`src/rtl/counter_pkg.sv`:
```
// Shared constants and helpers for the variable up/down counter family.
package counter_pkg;

  localparam logic DIR_UP   = 1'b1;
  localparam logic DIR_DOWN = 1'b0;

  // Bits needed to hold 0..value-1, never less than one.
  function automatic int clog2_safe(input int value);
    int w;
    w = 1;
    while ((32'sd1 << w) < value) begin
      w = w + 1;
    end
    return w;
  endfunction

endpackage

```
`src/rtl/counter_prescaler.sv`:
```
// Divides count enables by PRESCALE: step fires on every PRESCALE-th enabled cycle.
module counter_prescaler
  import counter_pkg::*;
#(
  parameter int PRESCALE = 4
) (
  input  logic clk,
  input  logic reset,
  input  logic ena,
  input  logic sclr,
  output logic step
);

  localparam int PW = clog2_safe(PRESCALE);
  localparam logic [PW-1:0] LAST = PW'(PRESCALE - 1);
  localparam logic [PW-1:0] ONE  = PW'(1);

  logic [PW-1:0] phase_r;
  logic [PW-1:0] phase_nxt_s;
  logic          at_last_s;

  assign at_last_s = (phase_r == LAST);
  assign step      = ena & at_last_s;

  // Next phase: clear wins, a disabled cycle freezes the phase.
  always_comb begin
    phase_nxt_s = phase_r;
    if (sclr) begin
      phase_nxt_s = '0;
    end else if (ena) begin
      if (at_last_s) begin
        phase_nxt_s = '0;
      end else begin
        phase_nxt_s = phase_r + ONE;
      end
    end else begin
      phase_nxt_s = phase_r;
    end
  end

  // Phase register.
  always_ff @(posedge clk or negedge reset) begin
    if (!reset) begin
      phase_r <= '0;
    end else begin
      phase_r <= phase_nxt_s;
    end
  end

endmodule

```
`src/rtl/counter_var_updown.sv`:
```
// Up/down counter with runtime modulo, clear, load and a registered wrap pulse.
// Optional prescaler on the count enable when COUNTER_VAR_PRESCALE_EN is defined.
module counter_var_updown
  import counter_pkg::*;
#(
  parameter int WIDTH    = 16,
  parameter int PRESCALE = 4
) (
  input  logic             clk,
  input  logic             reset,
  input  logic             cnt_ena,
  input  logic             up_dn,
  input  logic             clear,
  input  logic             load,
  input  logic [WIDTH-1:0] load_val,
  input  logic [WIDTH-1:0] modulo,
  output logic [WIDTH-1:0] count,
  output logic             tc,
  output logic             wrap
);

  localparam logic [WIDTH-1:0] ONE = WIDTH'(1);

  logic [WIDTH-1:0] count_r;
  logic [WIDTH-1:0] count_nxt_s;
  logic             wrap_r;
  logic             wrap_nxt_s;
  logic             step_s;

`ifdef COUNTER_VAR_PRESCALE_EN
  counter_prescaler #(
    .PRESCALE (PRESCALE)
  ) u_prescaler (
    .clk   (clk),
    .reset (reset),
    .ena   (cnt_ena),
    .sclr  (clear | load),
    .step  (step_s)
  );
`else
  logic unused_prescale_s;
  assign unused_prescale_s = ^PRESCALE;
  assign step_s            = cnt_ena;
`endif

  // Next count and wrap flag: clear > load > step > hold.
  always_comb begin
    count_nxt_s = count_r;
    wrap_nxt_s  = 1'b0;
    if (clear) begin
      count_nxt_s = '0;
    end else if (load) begin
      count_nxt_s = load_val;
    end else if (step_s) begin
      if (up_dn == DIR_UP) begin
        // Values above modulo (e.g. after a load) wrap on the next up step.
        if (count_r >= modulo) begin
          count_nxt_s = '0;
          wrap_nxt_s  = 1'b1;
        end else begin
          count_nxt_s = count_r + ONE;
        end
      end else begin
        if (count_r == '0) begin
          count_nxt_s = modulo;
          wrap_nxt_s  = 1'b1;
        end else begin
          count_nxt_s = count_r - ONE;
        end
      end
    end else begin
      count_nxt_s = count_r;
    end
  end

  // Count and wrap registers.
  always_ff @(posedge clk or negedge reset) begin
    if (!reset) begin
      count_r <= '0;
      wrap_r  <= 1'b0;
    end else begin
      count_r <= count_nxt_s;
      wrap_r  <= wrap_nxt_s;
    end
  end

  assign count = count_r;
  assign wrap  = wrap_r;
  assign tc    = ((up_dn == DIR_UP)   && (count_r >= modulo)) ||
                 ((up_dn == DIR_DOWN) && (count_r == '0));

endmodule

```
`config.mk`:
```
export PLATFORM = sky130hd
export DESIGN_NAME = counter_var_updown
export DESIGN_NICKNAME = d
export VERILOG_FILES = /design/src/rtl/counter_pkg.sv /design/src/rtl/counter_prescaler.sv /design/src/rtl/counter_var_updown.sv
export SDC_FILE = /design/constraint.sdc
export NUM_CORES = 1
export LEC_CHECK = 0
export BUFFER_PORTS_ARGS = -buffer_cell sky130_fd_sc_hd__buf_4
export CORE_ASPECT_RATIO = 1.75
export CORE_MARGIN = 5
export CORE_UTILIZATION = 59
export CTS_CLUSTER_SIZE = 24
export DETAILED_ROUTE_END_ITERATION = 6
export PLACE_DENSITY = 0.87
export SYNTH_ARGS = -nofsm -noshare
export SYNTH_HDL_FRONTEND = slang
export SYNTH_SLANG_ARGS = --single-unit
```
`constraint.sdc`:
```
create_clock -name clk -period 4.1 [get_ports clk]
set_input_delay 0.615 -clock clk [delete_from_list [all_inputs] [get_ports clk]]
set_output_delay 0.615 -clock clk [all_outputs]
set_load 0.05 [all_outputs]
```
Word-level counts from Yosys, hierarchy flattened. Cells that the tools add are included.

$add $sub $neg: 2. Order comparisons: 1. Muxes and demuxes: 12. Bitwise gates (word level): 1. Reduce and logical (&&, ||, !) cells: 5.

Operators with widths (count): 16-bit 2-to-1 mux (6); 16-bit by 1-bit adder with 16-bit output (second input constant) (1); 16-bit >= comparator (1); 16-bit logical NOT (1); 16-bit by 1-bit subtractor with 16-bit output (second input constant) (1); 1-bit 2-to-1 mux (6); 3-bit nonzero test (1); 1-bit logical AND (2); 1-bit logical OR (1); 1-bit inverter (1).

Register bits: 17. Bits of input ports: 38. Output and inout port bits: 18.

Depth between registers and ports, before layout.
Word-level depth: 6. Gate-level depth with buffers: 9.

Worst setup path before layout. Ideal clock, no wire load.

Path kind: register to output. Start: reg count_r[15], in the netlist count[15]. End: out tc. Arrival: 2.593 ns. Required time: 3.485 ns. Path slack: 0.892 ns. Stages on the path, launching flop included: 7. Path buffers: 0. Cell sequence: dfrtp_1 ha_1 nand4_1 nor3_1 o311ai_1 o211ai_1 a21boi_1.

Word-level cells in the longest chain between the ends: 3. Elaborated cells on any way between the ends: 5. Those cells by class: 1 x order compare; 4 x reduce/logical.

RTL lines: from (decl) (line counter_var_updown.sv:24) `logic [WIDTH-1:0] count_r;`; from (signal assigned) (line counter_var_updown.sv:82) `count_r <= count_nxt_s;`; 16-bit >= comparator or 16-bit logical NOT (tied branches) (line counter_var_updown.sv:89, counter_var_updown.sv:90); 1-bit logical AND (on tied branches) (line counter_var_updown.sv:89, counter_var_updown.sv:90); 1-bit logical OR * (line counter_var_updown.sv:89) `assign tc = ((up_dn == DIR_UP) && (count_r >= modulo)) ||`; to (decl) (line counter_var_updown.sv:18) `output logic tc,`.

Every way passes the cells marked *; elsewhere a longest branch is shown, timed or not.

Worst setup path in the final report.
Start: reg count_r[12], in the netlist count[12]. End: out tc.

Same word-level chain as after synthesis.

==> summary by stage <==
Clock network
The quantity of hold-fixing buffers added after cts is 0. The clock slew at the register clock pins of the worst setup and hold paths is 0.07 ns. The total number of H-tree levels is 1. The post-cts repair resize count is 0. The number of sinks driven by the clock tree is 17.

After clock tree synthesis, the setup repair step added 0 buffers. Counting the buffers created by CTS gives 3. The tree is rooted in a clkbuf_8. The CTS tree is built. For the worst-skew pair, the clock arrives at the later sink with an insertion delay of 0.26 ns. Counting along the longest clock path gives a buffer depth of 2.

Placement
The final estimated routing congestion in global placement is 0.952. The HPWL after detailed placement is 4760 um. The total instance count after detailed placement is 385. The count of buffers added on input and output ports is 55.

Timing
After layout, the minimum clock period comes to 3.11 ns. The final-report max-slew violation count is 0. The normalized max-slew margin is 61.5%. Summed over all failing endpoints, the final setup total negative slack is 0 ns. At the pin with the least slew margin, the transition time is 0.573 ns. The top achievable clock speed is 322 MHz. The number of hold violations in the final report is 0. Setup repair after global routing left no endpoint under its margin. The final critical path takes up 75.8% of the cycle.

The final count of negative-setup-slack endpoints is 0. The worst clock skew is 0.00387 ns.

Pwr
The sum of internal, switching and leakage power is 719 uW. The clock network fraction of design power is 18.5%. The internal power is 400 uW. In this run switching power makes up 44.4% of total power.

The share of total power in sequential cells is 32.1%. The leakage power figure is 0.00124 uW. The total power per unit cell area is 271 nW/um2. Across the VDD grid, the largest voltage drop is 0.217 mV. The power share of the combinational group is 49.4%. The analysis attributes to net switching a power of 319 uW.

Routing
The average detailed-routed wire length per instance is 16.9 um. The remaining design rule violation count is 0. The routed layout has 2451 vias. For this run, the detailed router's first-pass iteration total came to 4. Using the TritonRoute via totals, the vias-per-cell ratio works out to 6.30.

The final routed wirelength across all metal layers is 6590 um. The detailed router finished its first iteration with 98 violations. The detail route stage leaves a number of antenna-violating nets equal to 0.

Setup path
The total buffers and inverters traversed by the critical path is 1. The setup check on the worst reg-to-reg path leaves a slack of 1.53 ns. The worst register-to-register path begins at count[1]. The launch point of the critical path is count[12]. The element type at the critical path end is an output port.

The top fanout value on the critical path is 11. The worst-case reg-to-reg path depth is 8. In this run the number of cells on the critical path is 7. STA classifies the critical path startpoint as a flop.

The kind of cell adding the most delay to the critical path is compound AO/OA/AOI/OAI gates. The data arrival time of the critical path is 2.49 ns. STA puts the critical path data required time at 3.48 ns. The start-to-end type of the worst setup path is reg -> out. The worst-path cell with the longest stage delay is dfrtp_1. Following the worst setup path forward leads to its endpoint at tc. In this run the critical register-to-register path is captured at count[2]. On the worst path, the slowest cell contributes a delay of 0.53 ns.

The critical path goes through ha_1, nand4_1, nor3_1, o311ai_1, o211ai_1, a21boi_1, buf_4.

Logic synthesis
By area the synthesized netlist is led by dfrtp_1 (19%), ha_1 (11%), a21oi_1 (7.0%). Synthesis produced a netlist with a net count of 363. In this run, distinct cell masters in the synthesized netlist total 53. The fraction of post-synthesis cell area in the top cell type by area is 19.2%. Each instance of the synthesized netlist takes up on average 7.25 um2. During synthesis, Yosys emitted a total of 0 warnings. Synthesis inferred 17 register bits.

The proportion of register bits with asynchronous set or reset after synthesis is 100%. The number of enable flip-flop cells after synthesis is 0. The number of cells produced by synthesis is 306. The sequential cell area fraction in the yosys report is 19.2%.

The biggest area contributor in the post-synthesis netlist is dfrtp_1. The most used flip-flop cell after synthesis is dfrtp_1. In this run the cell area of the synthesized design comes to 2220 um2.

Finish
Cells with a size suffix above 1 make up 19.2% of the layout. The count of cells in the finished layout, fillers not included, comes to 389. The number of antenna diodes in the final layout is 0.

The final layout contains 401 nets. The area growth from synthesis to layout is 19.5%. The top cell types in the final layout, fill and taps aside, are buf_4 (58), a21oi_1 (31), nor2_1 (27). The commonest non-fill, non-tap cell in the layout is buf_4.

Floorplan
The initial core utilization is 61.1%. The number of rows in the core area is 29. The floorplan core area is 3630 um2.

The die outline height is 91.1 um. For this design the top-level I/O count stands at 56. The die is 56.4 um wide. The die area is 5130 um2.

GRT
Entering global routing, the biggest net connects 36 pins. The total overflow left after global routing is 0. The initial antenna violation count was 0.

For this run, the total global-route usage over all layers was measured as 25.7%. The number of global-route vias before repair is 2333. The first global-routing pass estimated 11000 um of wire.

Worst hold path
In this run the worst hold path is classified as in -> async.

Run
Across the run, the number of max-cap violations was 0.

Status
The flow ran to the end, and the final reports show no timing, DRC or antenna violations.
-- worst register-to-register path, stage by stage (launching register included) --
cell      delay, ns
dfrtp_1        0.55
ha_1           0.32
nor2b_1        0.14
o211a_1        0.20
o311ai_1       0.30
o211ai_1       0.17
buf_4          0.23
or4bb_1        0.51
nand3_1        0.09
-- per-layer routing --
metal | part of all wire, % | vias to the layer above | global-route usage (%) | wire length, um
met4 | 4.0 | 0 | 12.3 | 265
met1 | 36 | 1139 | 30.5 | 2400
met5 | 0 | - | 0 | 0
met3 | 7.5 | 27 | 2.84 | 497
li1 | - | 1169 | - | -
met2 | 52 | 116 | 45.2 | 3420
-- kinds of logic (layout without fill, tap and decap cells) --
group / count (synthesis) / after routing / share of synthesized area [%]
DFF: 17 / 17 / 19.2
xor gates and xnor gates: 24 / 24 / 9.48
AOI/OAI and AO/OA: 86 / 86 / 25.0
buffers and inverters: 49 / 86 / 8.85
and+or+nand+nor: 110 / 110 / 26.3
muxes: 1 / 1 / 0.451
adders and majority gates: 19 / 19 / 10.7
-- synthesized netlist by cell type (3+ instances only) --
cell type,count
ha_1,19
o221ai_1,3
nor2_1,27
nand4_1,5
a211oi_1,4
clkbuf_1,20
nand2_1,26
a31oi_1,3
nand3_1,12
o22ai_1,4
o21ai_1,11
dfrtp_1,17
inv_1,23
o21ai_0,3
o311a_1,3
a21o_1,5
xor2_1,8
xnor2_1,16
a21oi_1,31
nor3b_1,6
nor3_1,16
-- worst min path at each step --
stage                     cells past startpoint        to  slack, ns  start
after floorplan                               0  count[0]       0.32  reset
after global routing                          1  count[2]       0.24  reset
final                                         1  count[5]       0.22  reset
after CTS                                     1  count[0]       0.23  reset
after global placement                        1  count[7]       0.50  reset
after detailed placement                      1  count[7]       0.50  reset
-- power groups by stage --
stage	combinational [uW]	clock, uW	sequential (uW)
floorplan	227	0	252
global placement	346	0	232
detailed placement	352	0	232
CTS	353	136	229
global route	389	143	234
finish	355	133	230
-- cell type report --
type                            instances  area, um2
Sequential cell                        17        425
Inverter                               24       90.1
Multi-Input combinational cell        240       1600
Timing Repair Buffer                   58        435
Tap cell                               46       57.6
Clock buffer                            4       45.0
Fill cell                             328        978
-- metrics by stage --
| step | worst slack [ns] | hold WS [ns] | instance area (um2) | util [%] |
|---|---|---|---|---|
| 2_1_floorplan | 0.892 | 0.319 | 2220 | - |
| 3_3_place_gp | 1.32 | 0.503 | 2610 | 71.8 |
| 3_5_place_dp | 1.21 | 0.503 | 2610 | 71.8 |
| 4_1_cts | 1.02 | 0.226 | 2650 | 73.0 |
| 5_1_grt | 0.883 | 0.236 | 2650 | 73.0 |
| 6_report | 0.991 | 0.223 | 2650 | 73.0 |
-- registers in the layout, summed over array words and instances (netlist names) --
| name | flops |
|---|---|
| wrap | 1 |
| count | 16 |
Power figures use the tool's default switching activity.
